**src/rtl/cnn_pkg.sv**
```systemverilog
`default_nettype none
// ============================================================================
// Module      : cnn_pkg
// Description : Shared widths, frame geometry and small helpers for the CNN
//               datapath stages.
// Revision    : 1.0 - initial release
// ============================================================================
package cnn_pkg;

  localparam int ACT_W   = 9;    // signed activation width
  localparam int CONV_W  = 22;   // convolution result width
  localparam int FMAP_W  = 28;   // conv results per row
  localparam int FMAP_H  = 28;   // rows per frame
  localparam int ACT_MAX = 255;  // activation saturation ceiling

  // Unsigned 8-bit maximum, shared by both pooling directions
  function automatic logic [7:0] max_u8(input logic [7:0] a, input logic [7:0] b);
    return (a > b) ? a : b;
  endfunction

endpackage
`default_nettype wire

```
**src/rtl/relu_quant.sv**
```systemverilog
`default_nettype none
// ============================================================================
// Module      : relu_quant
// Description : Combinational ReLU, arithmetic rescale by SHIFT and saturation
//               to an 8-bit unsigned activation.
// Revision    : 1.0 - initial release
// ============================================================================
module relu_quant
  import cnn_pkg::*;
#(
  parameter int DW    = CONV_W,
  parameter int SHIFT = 8
) (
  input  logic signed [DW-1:0] d_i,
  output logic        [7:0]    a_o
);

  logic [DW-1:0] w_relu;
  logic [DW-1:0] w_shifted;

  // Negative results clamp to zero; after that the value is non-negative,
  // so a logical shift is equivalent to the arithmetic one.
  assign w_relu    = d_i[DW-1] ? '0 : d_i;
  assign w_shifted = w_relu >> SHIFT;
  assign a_o       = (w_shifted > DW'(ACT_MAX)) ? 8'(ACT_MAX) : w_shifted[7:0];

endmodule
`default_nettype wire

```
**src/rtl/relu_maxpool.sv**
```systemverilog
`default_nettype none
// ============================================================================
// Module      : relu_maxpool
// Description : ReLU + requantize each conv result, then 2x2 stride-2 max
//               pooling using a half-row line buffer. Outputs registered.
// Revision    : 1.0 - initial release
// ============================================================================
module relu_maxpool
  import cnn_pkg::*;
#(
  parameter int IN_W  = FMAP_W,
  parameter int IN_H  = FMAP_H,
  parameter int SHIFT = 8,
  parameter int DW    = CONV_W
) (
  input  logic                    clk,
  input  logic                    rstn,
  input  logic                    clr,
  input  logic                    conv_valid,
  input  logic signed [DW-1:0]    conv_data,
  output logic                    pool_valid,
  output logic signed [ACT_W-1:0] pool_data,
  output logic                    row_done,
  output logic                    frame_done
);

  localparam int c_COL_W = $clog2(IN_W);
  localparam int c_ROW_W = $clog2(IN_H);
  localparam int c_LB_D  = IN_W / 2;
  localparam logic [c_COL_W-1:0] c_COL_LAST = c_COL_W'(IN_W - 1);
  localparam logic [c_ROW_W-1:0] c_ROW_LAST = c_ROW_W'(IN_H - 1);

  logic [c_COL_W-1:0] col_q, col_d, w_col;
  logic [c_ROW_W-1:0] row_q, row_d, w_row;
  logic [7:0]         hold_q, hold_d, w_hold;
  logic [7:0]         w_act, w_pm, w_lb_rd, w_pool;
  logic [c_COL_W-2:0] w_lb_idx;
  logic               w_lb_we;
  logic [7:0]         linebuf_q [c_LB_D];

  logic               pool_valid_q, pool_valid_d;
  logic [ACT_W-1:0]   pool_data_q, pool_data_d;
  logic               row_done_q, row_done_d;
  logic               frame_done_q, frame_done_d;

  relu_quant #(
    .DW    (DW),
    .SHIFT (SHIFT)
  ) u_relu_quant (
    .d_i (conv_data),
    .a_o (w_act)
  );

  // Position decode, horizontal/vertical max and next-state for all registers.
  // clr makes the current beat look like (0,0) with an empty hold register.
  always_comb begin
    w_col        = clr ? '0 : col_q;
    w_row        = clr ? '0 : row_q;
    w_hold       = clr ? '0 : hold_q;
    col_d        = w_col;
    row_d        = w_row;
    hold_d       = w_hold;
    w_pm         = max_u8(w_hold, w_act);
    w_lb_idx     = w_col[c_COL_W-1:1];
    w_lb_rd      = linebuf_q[w_lb_idx];
    w_pool       = max_u8(w_lb_rd, w_pm);
    w_lb_we      = conv_valid && w_col[0] && !w_row[0];
    pool_valid_d = 1'b0;
    row_done_d   = 1'b0;
    frame_done_d = 1'b0;
    pool_data_d  = pool_data_q;
    if (conv_valid) begin
      if (!w_col[0]) begin
        hold_d = w_act;
      end
      if (w_col == c_COL_LAST) begin
        col_d = '0;
        row_d = (w_row == c_ROW_LAST) ? '0 : w_row + 1'b1;
      end else begin
        col_d = w_col + 1'b1;
      end
      if (w_col[0] && w_row[0]) begin
        pool_valid_d = 1'b1;
        pool_data_d  = {1'b0, w_pool};
        row_done_d   = (w_col == c_COL_LAST);
        frame_done_d = (w_col == c_COL_LAST) && (w_row == c_ROW_LAST);
      end
    end
  end

  // Position counters, hold register and output registers
  always_ff @(posedge clk or negedge rstn) begin
    if (!rstn) begin
      col_q        <= '0;
      row_q        <= '0;
      hold_q       <= '0;
      pool_valid_q <= 1'b0;
      pool_data_q  <= '0;
      row_done_q   <= 1'b0;
      frame_done_q <= 1'b0;
    end else begin
      col_q        <= col_d;
      row_q        <= row_d;
      hold_q       <= hold_d;
      pool_valid_q <= pool_valid_d;
      pool_data_q  <= pool_data_d;
      row_done_q   <= row_done_d;
      frame_done_q <= frame_done_d;
    end
  end

  // Line buffer: even rows store horizontal maxima, odd rows only read them,
  // so it needs no reset and never sees a same-index read/write collision.
  always_ff @(posedge clk) begin
    if (w_lb_we) begin
      linebuf_q[w_lb_idx] <= w_pm;
    end
  end

  assign pool_valid = pool_valid_q;
  assign pool_data  = pool_data_q;
  assign row_done   = row_done_q;
  assign frame_done = frame_done_q;

endmodule
`default_nettype wire

```
**config.mk**
```make
export PLATFORM = sky130hd
export DESIGN_NAME = relu_maxpool
export DESIGN_NICKNAME = d
export VERILOG_FILES = /design/src/rtl/cnn_pkg.sv /design/src/rtl/relu_quant.sv /design/src/rtl/relu_maxpool.sv
export SDC_FILE = /design/constraint.sdc
export NUM_CORES = 1
export LEC_CHECK = 0
export BUFFER_PORTS_ARGS = -buffer_cell sky130_fd_sc_hd__buf_2
export CAP_MARGIN = 15
export CORE_ASPECT_RATIO = 1.75
export CORE_MARGIN = 2
export CORE_UTILIZATION = 30
export DETAILED_ROUTE_END_ITERATION = 8
export SLEW_MARGIN = 20
export SYNTH_ARGS = -nofsm -noshare
export SYNTH_HDL_FRONTEND = slang
export SYNTH_SLANG_ARGS = --single-unit
```
**constraint.sdc**
```tcl
create_clock -name clk -period 3.4 [get_ports clk]
set_input_delay 0.68 -clock clk [delete_from_list [all_inputs] [get_ports clk]]
set_output_delay 0.68 -clock clk [all_outputs]
set_load 0.01 [all_outputs]
```
== Word level (Yosys, flattened, before mapping) ==
Memory sizes are Yosys's and may differ from the RTL's.
Cells that the tools add are included.
Word-level totals
  flip-flop bits (word level): 29
  bits in latches: 0
  memory bits (writable): 112
  memory bits (read-only): 0
  bits of input ports: 26
  output and inout port bits: 12
  memories: 1
Cells by class
  $add $sub $neg: 2
  multipliers: 0
  div/mod/pow operators: 0
  magnitude comparators: 3
  equal/unequal tests: 2
  shift-type cells: 0
  muxes and demuxes: 22
  bitwise operators: 0
  reduce and logical (&&, ||, !) cells: 6
Memories
  linebuf_q: words 14, bits a word 8, rd ports 1, clocked after memory_dff 0, wr ports 1, RTL line relu_maxpool.sv:39  | logic [7:0] linebuf_q [c_LB_D];
Operator list (count)
  8-bit two-way mux: 6
  5-bit two-way mux: 7
  21-bit two-way mux: 1
  8-bit > comparator: 2
  14-bit by 8-bit > comparator with 1-bit output, second input constant: 1
  5-bit by 1-bit adder with 5-bit output, second input constant: 2
  5-bit == test, second input constant: 2
  1-bit two-way mux: 8
  1-bit logical AND: 4
  2-bit AND reduction: 1
  1-bit logical NOT: 1

== Longest topological paths before layout ==
Gate-level depths: netlist (run 1).
  depth in word-level cells: 7
  gate-level depth with buffers: 18

== By module ==
A second synthesis (run 1) with hierarchy kept.
Second synthesis, totals
  cells, all modules: 496
  area total of the unflattened synthesis: 6482.5 um^2
Modules (own cells, without submodules)
  relu_maxpool: instances 1, cells an instance 476, area an instance 6376.1 um^2
  relu_quant: instances 1, cells an instance 20, area an instance 106.4 um^2

== Worst setup path before layout (run 1) ==
OpenSTA, ideal clock, no wires.
  path kind: input -> register
  from: in clr
  to: reg pool_data_q[1], in the netlist pool_data[1]
  setup time: 0.140 ns
  data arrival time: 4.013 ns
  data required time: 3.260 ns
  slack: -0.754 ns
  stages: 16
  buffers on the path: 3
  path through: buf_4 clkbuf_1 and2b_1 ha_1 nand4_1 nor4_2 mux2i_4 buf_6 a21oi_2 a31oi_2 ha_1 nand3_1 o21a_1 o21ai_1 a21o_1 o221ai_1
Between the ends
  cells in the longest elaborated chain, start to end: 5
Ends and longest elaborated chain
  from (decl): RTL line relu_maxpool.sv:18  | input logic clr,
  8-bit two-way mux: RTL line relu_maxpool.sv:59  | w_hold = clr ? '0 : hold_q;
  8-bit > comparator: RTL line cnn_pkg.sv:18  | return (a > b) ? a : b;
  8-bit two-way mux: RTL line cnn_pkg.sv:18
  8-bit > comparator: RTL line cnn_pkg.sv:18
  8-bit two-way mux: RTL line cnn_pkg.sv:18
  to (signal assigned): RTL line relu_maxpool.sv:106  | pool_data_q <= pool_data_d;
  to (decl): RTL line relu_maxpool.sv:42  | logic [ACT_W-1:0] pool_data_q, pool_data_d;
Several ways; a longest one is shown, not always the timed one.
A chain may end at the register's enable or synchronous reset.

== Worst setup path after layout (run 1) ==
  from: in conv_data[16]
  to: reg pool_data_q[7], in the netlist pool_data[7]
Between the ends
  cells in the longest elaborated chain, start to end: 7
Ends and longest elaborated chain
  from (decl): RTL line relu_maxpool.sv:20  | input logic signed [DW-1:0] conv_data,
  21-bit two-way mux *: RTL line relu_quant.sv:23  | assign w_relu = d_i[DW-1] ? '0 : d_i;
  14-bit by 8-bit > comparator with 1-bit output *: RTL line relu_quant.sv:25  | assign a_o = (w_shifted > DW'(ACT_MAX)) ? 8'(ACT_MAX) : w_shifted[7:0];
  8-bit two-way mux *: RTL line relu_quant.sv:25
  8-bit > comparator: RTL line cnn_pkg.sv:18
  8-bit two-way mux *: RTL line cnn_pkg.sv:18
  8-bit > comparator: RTL line cnn_pkg.sv:18
  8-bit two-way mux *: RTL line cnn_pkg.sv:18
Mark *: on every way between the ends. The rest lies on a longest branch, timed or not.

==> results of run 1 <==
-- Yosys cell counts, types with 12 or more instances --
cell type,n,area share
nor2_1,29,0.017
inv_1,13,0.0074
ha_1,17,0.032
a21oi_1,17,0.013
mux2i_1,27,0.041
edfxtp_1,112,0.51
dfrtp_1,29,0.11
nand3_1,12,0.0092
nand2_1,34,0.019
nand2b_1,12,0.011
nor2b_1,14,0.013
o21ai_0,14,0.011
-- registers in the layout, indices dropped and copies added (netlist names) --
name,count
linebuf_q,112
hold_q,8
pool_data,8
col_q,5
row_q,5
frame_done,1
pool_valid,1
row_done,1
-- worst max-delay path: stages --
cell      delay, ns
buf_8          0.10
nor3_4         0.21
nand2_4        0.15
o21bai_4       0.21
ha_4           0.23
nand4_1        0.09
buf_6          0.15
buf_4          0.12
nor4_4         0.04
buf_4          0.15
mux2i_4        0.29
buf_4          0.19
a31oi_4        0.10
ha_1           0.35
nand3_4        0.09
or3_4          0.35
a21o_4         0.27
o211ai_1       0.21
-- routing by layer --
| layer | track usage | up-vias |
|---|---|---|
| met5 | 0 | - |
| met4 | 0.108 | 0 |
| met3 | 0.0297 | 51 |
| met2 | 0.299 | 138 |
| met1 | 0.153 | 2251 |
| li1 | - | 2137 |
-- repair_timing --
| action | 4_1_cts | 5_1_grt |
|---|---|---|
| gates cloned | 2 | 0 |
| setup endpoints to repair | 8 | 8 |
| buffers inserted | 4 | 7 |
| pin swaps | 10 | 23 |
| resized for setup | 37 | 20 |
| endpoints found under the hold margin | 0 | 0 |
-- power by group through the flow --
| stage | combinational, µW | clock (µW) | sequential, µW |
|---|---|---|---|
| after global routing | 675 | 1900 | 1930 |
| after global placement | 510 | 0 | 1960 |
| after CTS | 590 | 1820 | 1930 |
| final | 631 | 1790 | 1930 |
| after detailed placement | 521 | 0 | 1960 |
| after floorplan | 291 | 0 | 1950 |
-- cell families after synthesis --
family / share of synthesized area
compound gates: 0.138
xor+xnor: 0.00401
fa+ha+maj: 0.0324
buf+inv: 0.0296
flops: 0.623
mux: 0.0641
other cells: 0.000572
simple gates: 0.108
-- layout make-up --
type,count,area [µm²],area share
clock buffer,18,429,0.0485
multi-input combinational,309,2670,0.302
tap,292,365,0.0413
inverter,15,60.1,0.00679
timing repair buffer,134,1090,0.123
sequential,141,4090,0.462
clock inverter,14,145,0.0164
-- how the worst max path moves through the flow --
stage,startpoint,to,slack [ns],cells after the start
floorplan,clr,pool_data[3]$_DFFE_PN0P_,-0.47,16
global placement,conv_data[16],pool_data[3]$_DFFE_PN0P_,-0.68,16
detailed placement,conv_data[16],pool_data[7]$_DFFE_PN0P_,-0.90,17
CTS,conv_data[17],pool_data[7]$_DFFE_PN0P_,-0.17,18
global route,conv_data[16],pool_data[3]$_DFFE_PN0P_,-0.38,18
finish,conv_data[16],pool_data[7]$_DFFE_PN0P_,-0.26,18
-- through the flow --
stage	setup slack [ns]	power, µW	instance area, µm²	setup TNS (ns)	cells
floorplan	-0.469	2240	6650	-3.49	489
global placement	-0.678	2470	7780	-10.67	878
detailed placement	-0.902	2490	7780	-27.17	878
CTS	-0.171	4340	8680	-0.910	916
global route	-0.375	4500	8850	-2.59	923
finish	-0.260	4350	8850	-1.62	923
==> impl_metrics.yaml, run 1 <==
logic_synthesis:
  syn_inst: 489
  synth_edf_count: 112
  yosysSeqAreaShare: 0.623
  synthFlopType: "edfxtp_1"
  synth_fp_nets: 532
  ys_types: 67
  syn_avg_cell_area_um2: 13.4
  netlist_area_um2: 6560
  ys.warnings.count: 0
  ys_ff_latch: 141
  synth-async-reset-ratio: 0.206
power_and_ir_drop:
  p_per_area_nw_per_um2: 492
  pwr-share-clk: 0.412
  p_int_uw: 3280
  leakagePower_uw: 0.00331
  peakVddDrop_v: 0.000337
  netSwitchingFraction: 0.246
  p_sw_uw: 1070
  comb_power_share: 0.145
  seq_power_share: 0.443
drt:
  dr.pass1.iters: 6
  drc: 0
  wl_met2_um: 9890
  first_iter_violations: 409
  top_layer: "met4"
  route.met3.wl_um: 567
  drt-total-wl_um: 17600
  wl_met1_um: 6070
  vias: 4577
  ant_nets: 0
  wl_per_cell_um: 19.1
  routed_via_density: 4.96
critical_path:
  reg2reg_from: "col_q[2]$_DFF_PN0_"
  crit_type: "in2reg"
  path_max_fanout: 8
  cp-start-kind: "input port"
  end_kind: "flip-flop"
  r2r-end: "pool_data[7]$_DFFE_PN0P_"
  critPathRequiredTime_ns: 3.73
  ff2ff_setup_slack_ns: -0.09
  r2r_cells: 10
  arrival_ns: 3.99
timing:
  timing.final.max_slew_violations: 0
  slew_headroom: 0.552
  finClkSkew_ns: 0.00504
  timing.final.ws_setup_ns: -0.260
  fin_hold_ws_ns: 0.293
  rsz0062_at_grt: "true"
  max_freq_mhz: 273
  setup_violations: 8
  fin_crit_ns: 3.66
  tightest_slew_ns: 0.672
  hold_viol: 0
  fin_crit_sh: 1.08
placement:
  gp_congestion: 0.894
  port_buffers: 28
  hpwlAfterDp_um: 12600
global_routing:
  grt_usage: 0.159
  grt_pass1_wl_um: 27100
  antenna_found_initial: 0
  grt_start_max_net_pins: 30
  grt_pass1_vias: 5010
  grt-ovfl-total: 0
run_status:
  violations: "setup timing"
  status: "finished, violations left"
die:
  fp.dieH_um: 200
  die_area_um2: 23100
  start_util: 0.305
  rows: 71
  die_w_um: 116
  core_um2: 21500
  io_pins: 38
layout:
  fin_nets: 661
  syn_to_final_growth_pct: 34.9
  fillers: 2000
  final_core_util: 0.412
  n_antenna_cell: 0
  drive_above_1_share: 0.376
  layout_common_cells: "112 x edfxtp_1, 92 x buf_4, 32 x nand2_1"
  final_common_cell: "edfxtp_1"
clock_network:
  root_buffer: "clkbuf_16"
  numCtsBuffers: 17
  clock_latency_ns: 0.42
  cts.hold.buffers_added: 0
  cts_buffer_depth: 2
  clk_pin_slew_ns: 0.06
  cts.sinks: 141
  htree_levels: 4
  cts_tree: "built"
flow_run:
  max_cap_viol_count: 0
hold_path:
  min_path_type: "in2async"
No activity file was read; power rests on OpenSTA's default activity.
==> inputs of run 2 (changes only) <==
--- a/config.mk
+++ b/config.mk
@@ -9,8 +9,9 @@
 export CAP_MARGIN = 15
 export CORE_ASPECT_RATIO = 1.75
 export CORE_MARGIN = 2
-export CORE_UTILIZATION = 30
+export CORE_UTILIZATION = 45
 export DETAILED_ROUTE_END_ITERATION = 8
+export RECOVER_POWER = 50
 export SLEW_MARGIN = 20
 export SYNTH_ARGS = -nofsm -noshare
 export SYNTH_HDL_FRONTEND = slang
==> run 2 against run 1 <==
Effect of this change:
- the flow finishes with violations (capacitance limit, slew limit, setup timing)
- design area shrank 1.9%
- sequential share of layout area grew 0.87 points
- cell count shrank 11%
- critical path type unchanged
- critical endpoint is now pool_data[3]$_DFFE_PN0P_
- largest power group unchanged
==> impl_metrics.yaml, run 2 (synthesis gave the netlist of run 1 again) <==
run_status:
  status: "finished, violations left"
  violations: "capacitance limit, slew limit, setup timing"
critical_path:
  ff2ff_setup_slack_ns: 0.11
  end_kind: "flip-flop"
  arrival_ns: 3.86
  reg2reg_from: "hold_q[6]$_DFF_PN0_"
  r2r_cells: 14
  crit_start: "conv_data[16]"
  r2r-end: "pool_data[3]$_DFFE_PN0P_"
  crit_type: "in2reg"
  critPathRequiredTime_ns: 3.73
  crit_path_end: "pool_data[3]$_DFFE_PN0P_"
  path_max_fanout: 8
  cp-start-kind: "input port"
power_and_ir_drop:
  netSwitchingFraction: 0.248
  seq_power_share: 0.451
  p_int_uw: 3210
  peakVddDrop_v: 0.000275
  leakagePower_uw: 0.00325
  p_sw_uw: 1060
  comb_power_share: 0.147
  pwr-share-clk: 0.402
  p_per_area_nw_per_um2: 492
clock_network:
  root_buffer: "clkbuf_16"
  numCtsBuffers: 17
  cts.sinks: 141
  htree_levels: 4
  clock_latency_ns: 0.42
  clk_pin_slew_ns: 0.06
  cts_buffer_depth: 2
  cts_tree: "built"
drt:
  drt-total-wl_um: 17300
  drc: 0
  first_iter_violations: 422
  vias: 4684
  wl_per_cell_um: 21.0
  ant_nets: 0
  routed_via_density: 5.68
  dr.pass1.iters: 4
timing:
  rsz0062_at_grt: "true"
  fin_crit_ns: 3.53
  finClkSkew_ns: 0.00648
  tightest_slew_ns: 1.54
  slew_headroom: -0.0289
  timing.final.max_slew_violations: 30
  hold_viol: 0
  timing.final.ws_setup_ns: -0.130
  max_freq_mhz: 283
  fin_crit_sh: 1.04
  setup_violations: 8
global_routing:
  grt_start_max_net_pins: 32
  grt_pass1_wl_um: 26400
  antenna_found_initial: 0
  gr-usage-met2: 0.454
  met1_usage: 0.224
  grt-ovfl-total: 0
  grt_usage: 0.233
  grt_pass1_vias: 5048
  grt_use_met3: 0.0445
  grt.busiest_layer: "met2"
flow_run:
  max_cap_viol_count: 1
placement:
  port_buffers: 28
  gp_congestion: 0.867
  hpwlAfterDp_um: 12300
  post-place-ws_ns: -0.902
die:
  die_w_um: 95.3
  core_um2: 14300
  fp.dieH_um: 164
  start_util: 0.459
  die_area_um2: 15600
  io_pins: 38
  rows: 58
layout:
  syn_to_final_growth_pct: 32.4
  final_common_cell: "edfxtp_1"
  layout_common_cells: "112 x edfxtp_1, 93 x buf_4, 32 x nand2_1"
  largest_reg_flops: 112
  n_antenna_cell: 0
  fin_nets: 676
  fillers: 1131
  max_flop_register: "linebuf_q"
  final_core_util: 0.608
  drive_above_1_share: 0.347
hold_path:
  worstHoldStart: "pool_data[1]$_DFFE_PN0P_"
  min_path_type: "reg2reg"
  hold_depth: 2
## run 2: power by group through the flow
| stage | Combinational [µW] | Sequential (µW) | Clock [µW] |
|---|---|---|---|
| floorplan | 291 | 1950 | 0 |
| global placement | 502 | 1960 | 0 |
| detailed placement | 515 | 1960 | 0 |
| CTS | 568 | 1930 | 1750 |
| global route | 680 | 1930 | 1820 |
| finish | 626 | 1930 | 1720 |
## run 2: worst min path at each step
stage | to | slack [ns]
after floorplan | col_q[0]$_DFF_PN0_ | 0.38
after global placement | pool_data[1]$_DFFE_PN0P_ | 0.49
after detailed placement | pool_data[1]$_DFFE_PN0P_ | 0.49
after CTS | row_q[2]$_DFF_PN0_ | 0.30
after global routing | pool_data[1]$_DFFE_PN0P_ | 0.53
final | pool_data[1]$_DFFE_PN0P_ | 0.50
## run 2: metal layers
| metal | share of wire | up-vias |
|---|---|---|
| li1 | - | 2165 |
| met1 | 0.35 | 2334 |
| met2 | 0.58 | 141 |
| met3 | 0.037 | 44 |
| met4 | 0.037 | 0 |
| met5 | 0 | - |
## run 2: through the flow
| stage | hold WS [ns] | area (µm²) | std cells | TNS, ns | power, µW |
|---|---|---|---|---|---|
| floorplan | 0.384 | 6650 | 489 | -3.49 | 2240 |
| global placement | 0.489 | 7650 | 767 | -13.19 | 2460 |
| detailed placement | 0.487 | 7650 | 767 | -25.27 | 2480 |
| CTS | 0.300 | 8480 | 817 | -1.19 | 4250 |
| global route | 0.528 | 8690 | 825 | -2.19 | 4430 |
| finish | 0.497 | 8690 | 825 | -0.858 | 4270 |
## run 2: area by class of cell
type                    instances  area [µm²]  area share
clock buffers                  18         429      0.0494
clock inverters                13         119      0.0137
inverters                      15        60.1     0.00691
multi-input cells             308        2640       0.304
flip-flops and latches        141        4090       0.471
well taps                     180         225      0.0259
repair buffers                150        1120       0.129
## run 2: repair_timing
| action | CTS | global route |
|---|---|---|
| gates cloned | 1 | 0 |
| endpoints found under the setup margin | 8 | 8 |
| pin swaps | 18 | 39 |
| buffers inserted | 18 | 8 |
| gates resized for setup | 23 | 33 |
| endpoints found under the hold margin | 0 | 0 |
| hold buffers | 0 | 0 |
## run 2: critical path, stage by stage
cell,delay (ns)
buf_8,0.10
nor3_4,0.21
nand2_4,0.15
o21bai_4,0.20
ha_4,0.21
nand4_1,0.11
buf_6,0.15
a211oi_2,0.05
a211o_4,0.40
buf_12,0.17
a21oi_4,0.14
a31oi_4,0.07
ha_4,0.31
nand3_4,0.07
or3_4,0.37
a21o_4,0.27
o211ai_1,0.19
==> inputs of run 3 (changes only) <==
--- a/config.mk
+++ b/config.mk
@@ -11,7 +11,6 @@
 export CORE_MARGIN = 2
 export CORE_UTILIZATION = 45
 export DETAILED_ROUTE_END_ITERATION = 8
-export RECOVER_POWER = 50
 export SLEW_MARGIN = 20
 export SYNTH_ARGS = -nofsm -noshare
 export SYNTH_HDL_FRONTEND = slang
==> constraint.sdc (replaced) <==
create_clock -name clk -period 4.1 [get_ports clk]
set_input_delay 0.82 -clock clk [delete_from_list [all_inputs] [get_ports clk]]
set_output_delay 0.82 -clock clk [all_outputs]
set_load 0.01 [all_outputs]
==> run 3 against run 2 <==
Effect of this change:
- setup slack better by 0.32 ns
- hold slack worse by 0.071 ns
- highest routed layer unchanged
- global-route usage down 0.57 points
- routed wire length down 3.7%
- cell count down 5.8%
- combinational power down 38%
- count of clock-buffer cells in the layout unchanged
- die area unchanged
- the flow now finishes without violations
- clock skew up 0.0046 ns
- critical path depth down 1
- clock power down 15%
==> impl_metrics.yaml, run 3 (synthesis gave the netlist of run 1 again) <==
global_routing:
  grt_pass1_wl_um: 25500
  antenna_found_initial: 0
  grt_usage: 0.228
  grt_pass1_vias: 4491
  grt-ovfl-total: 0
  grt_start_max_net_pins: 30
placement:
  gp_congestion: 0.968
  dpl.cell_count: 741
  dpl-instance-area_um2: 7330
  hpwlAfterDp_um: 12200
  port_buffers: 28
die:
  core_um2: 14300
  fp.dieH_um: 164
  rows: 58
  io_pins: 38
  die_w_um: 95.3
  die_area_um2: 15600
  start_util: 0.459
critical_path:
  path_cells: "buf_2, nor3_2, nand2_2, o21bai_1, ha_1, a21oi_1, a21boi_0, a211o_1, buf_12, a21oi_2, a31oi_2, ha_1, nand3_1, or3_1, a21o_4, o221ai_1"
  path_common_cell: "ha_1"
  reg2reg_from: "col_q[2]$_DFF_PN0_"
  cp-start-kind: "input port"
  crit_type: "in2reg"
  r2r-end: "pool_data[1]$_DFFE_PN0P_"
  r2r_cells: 13
  arrival_ns: 4.24
  critPathRequiredTime_ns: 4.43
  cp_slowest_cell: "or3_1"
  end_kind: "flip-flop"
  crit_family: "compound AO/OA/AOI/OAI gates"
  crit_buf_inv: 2
  path_max_fanout: 8
  crit_path_max_incr_delay_ns: 0.44
  ff2ff_setup_slack_ns: 0.54
clock_network:
  htree_levels: 4
  numCtsBuffers: 17
  clock_latency_ns: 0.42
  cts.hold.buffers_added: 0
  clk_pin_slew_ns: 0.06
  cts_tree: "built"
  root_buffer: "clkbuf_16"
  cts.sinks: 141
  cts_buffer_depth: 2
drt:
  routed_via_density: 5.66
  wl_met2_um: 9170
  drc: 0
  wl_per_cell_um: 21.5
  top_layer: "met4"
  route.met3.wl_um: 595
  vias: 4400
  first_iter_violations: 313
  drt-total-wl_um: 16700
  wl_met1_um: 6040
  ant_nets: 0
  dr.pass1.iters: 5
layout:
  largest_reg_flops: 112
  layout.cells.non_filler: 777
  n_antenna_cell: 0
  finalInstanceArea_um2: 7950
  max_flop_register: "linebuf_q"
  syn_to_final_growth_pct: 21.3
  fin_nets: 627
  final_common_cell: "edfxtp_1"
  fillers: 1225
  drive_above_1_share: 0.290
  layout_common_cells: "112 x edfxtp_1, 72 x buf_4, 32 x nand2_1"
timing:
  slew_headroom: 0.506
  fin_crit_sh: 0.953
  setup_violations: 0
  timing.final.max_slew_violations: 0
  tightest_slew_ns: 0.741
  finClkSkew_ns: 0.0111
  hold_viol: 0
  max_freq_mhz: 256
  fin_crit_ns: 3.91
power_and_ir_drop:
  netSwitchingFraction: 0.250
  p_int_uw: 2590
  pwr-share-clk: 0.423
  comb_power_share: 0.112
  leakagePower_uw: 0.00305
  seq_power_share: 0.465
  p_sw_uw: 864
  peakVddDrop_v: 0.000233
  p_per_area_nw_per_um2: 434
hold_path:
  min_path_type: "in2async"
flow_run:
  max_cap_viol_count: 0
run_status:
  status: "completed"
-- run 3: how the worst max path moves through the flow --
stage | startpoint | endpoint | slack, ns | depth (start not counted)
2_1_floorplan | clr | pool_data[1]$_DFFE_PN0P_ | 0.007 | 16
6_report | conv_data[17] | pool_data[1]$_DFFE_PN0P_ | 0.19 | 16
5_1_grt | conv_data[17] | pool_data[1]$_DFFE_PN0P_ | -0.008 | 17
3_5_place_dp | conv_data[17] | pool_data[1]$_DFFE_PN0P_ | -0.42 | 15
4_1_cts | conv_data[17] | pool_data[1]$_DFFE_PN0P_ | 0.02 | 15
3_3_place_gp | conv_data[17] | pool_data[1]$_DFFE_PN0P_ | -0.33 | 17
-- run 3: power groups by stage --
stage / Clock (µW) / Sequential, µW / Combinational, µW
detailed placement: 0 / 1630 / 380
CTS: 1480 / 1600 / 382
global route: 1540 / 1610 / 419
global placement: 0 / 1630 / 371
finish: 1460 / 1600 / 385
floorplan: 0 / 1620 / 235
-- run 3: worst register-to-register path: stages (launching register included) --
cell and delay, ns:
dfrtp_1 0.82, buf_4 0.31, nor2b_1 0.46, a221oi_1 0.15
a221o_1 0.39, o221ai_1 0.22, ha_1 0.24, a21o_1 0.11
a21oi_1 0.06, o21a_1 0.11, o21ai_2 0.15, buf_4 0.19
nand3_1 0.10, o221ai_1 0.18
-- run 3: cell type report --
| cell class | instances | area [µm²] | share of cell area |
|---|---|---|---|
| clock inverter | 14 | 130 | 0.0164 |
| clock buffer | 18 | 429 | 0.0540 |
| multi-input combinational | 308 | 2320 | 0.292 |
| timing repair buffer | 101 | 701 | 0.0881 |
| inverter | 15 | 56.3 | 0.00708 |
| sequential | 141 | 4090 | 0.514 |
| tap | 180 | 225 | 0.0283 |
-- run 3: what timing repair did --
item | CTS | global route
setup endpoints to repair | 0 | 8
resized for setup | 0 | 7
setup buffers | 0 | 4
-- run 3: per-layer routing --
metal | vias to the layer above | GRT usage
met5 | - | 0
met4 | 0 | 0.121
met3 | 44 | 0.0422
met2 | 123 | 0.419
met1 | 2166 | 0.238
li1 | 2067 | -
-- run 3: through the flow --
step           power (µW)  utilization  hold WS (ns)  setup TNS, ns  worst slack (ns)
3_3_place_gp         2000        0.513         0.482          -2.33            -0.328
4_1_cts              3470        0.552         0.450              0            0.0172
6_report             3450        0.556         0.426              0             0.191
2_1_floorplan        1850            -         0.506              0           0.00741
5_1_grt              3570        0.556         0.480       -0.00775          -0.00775
3_5_place_dp         2020        0.513         0.489          -2.99            -0.416
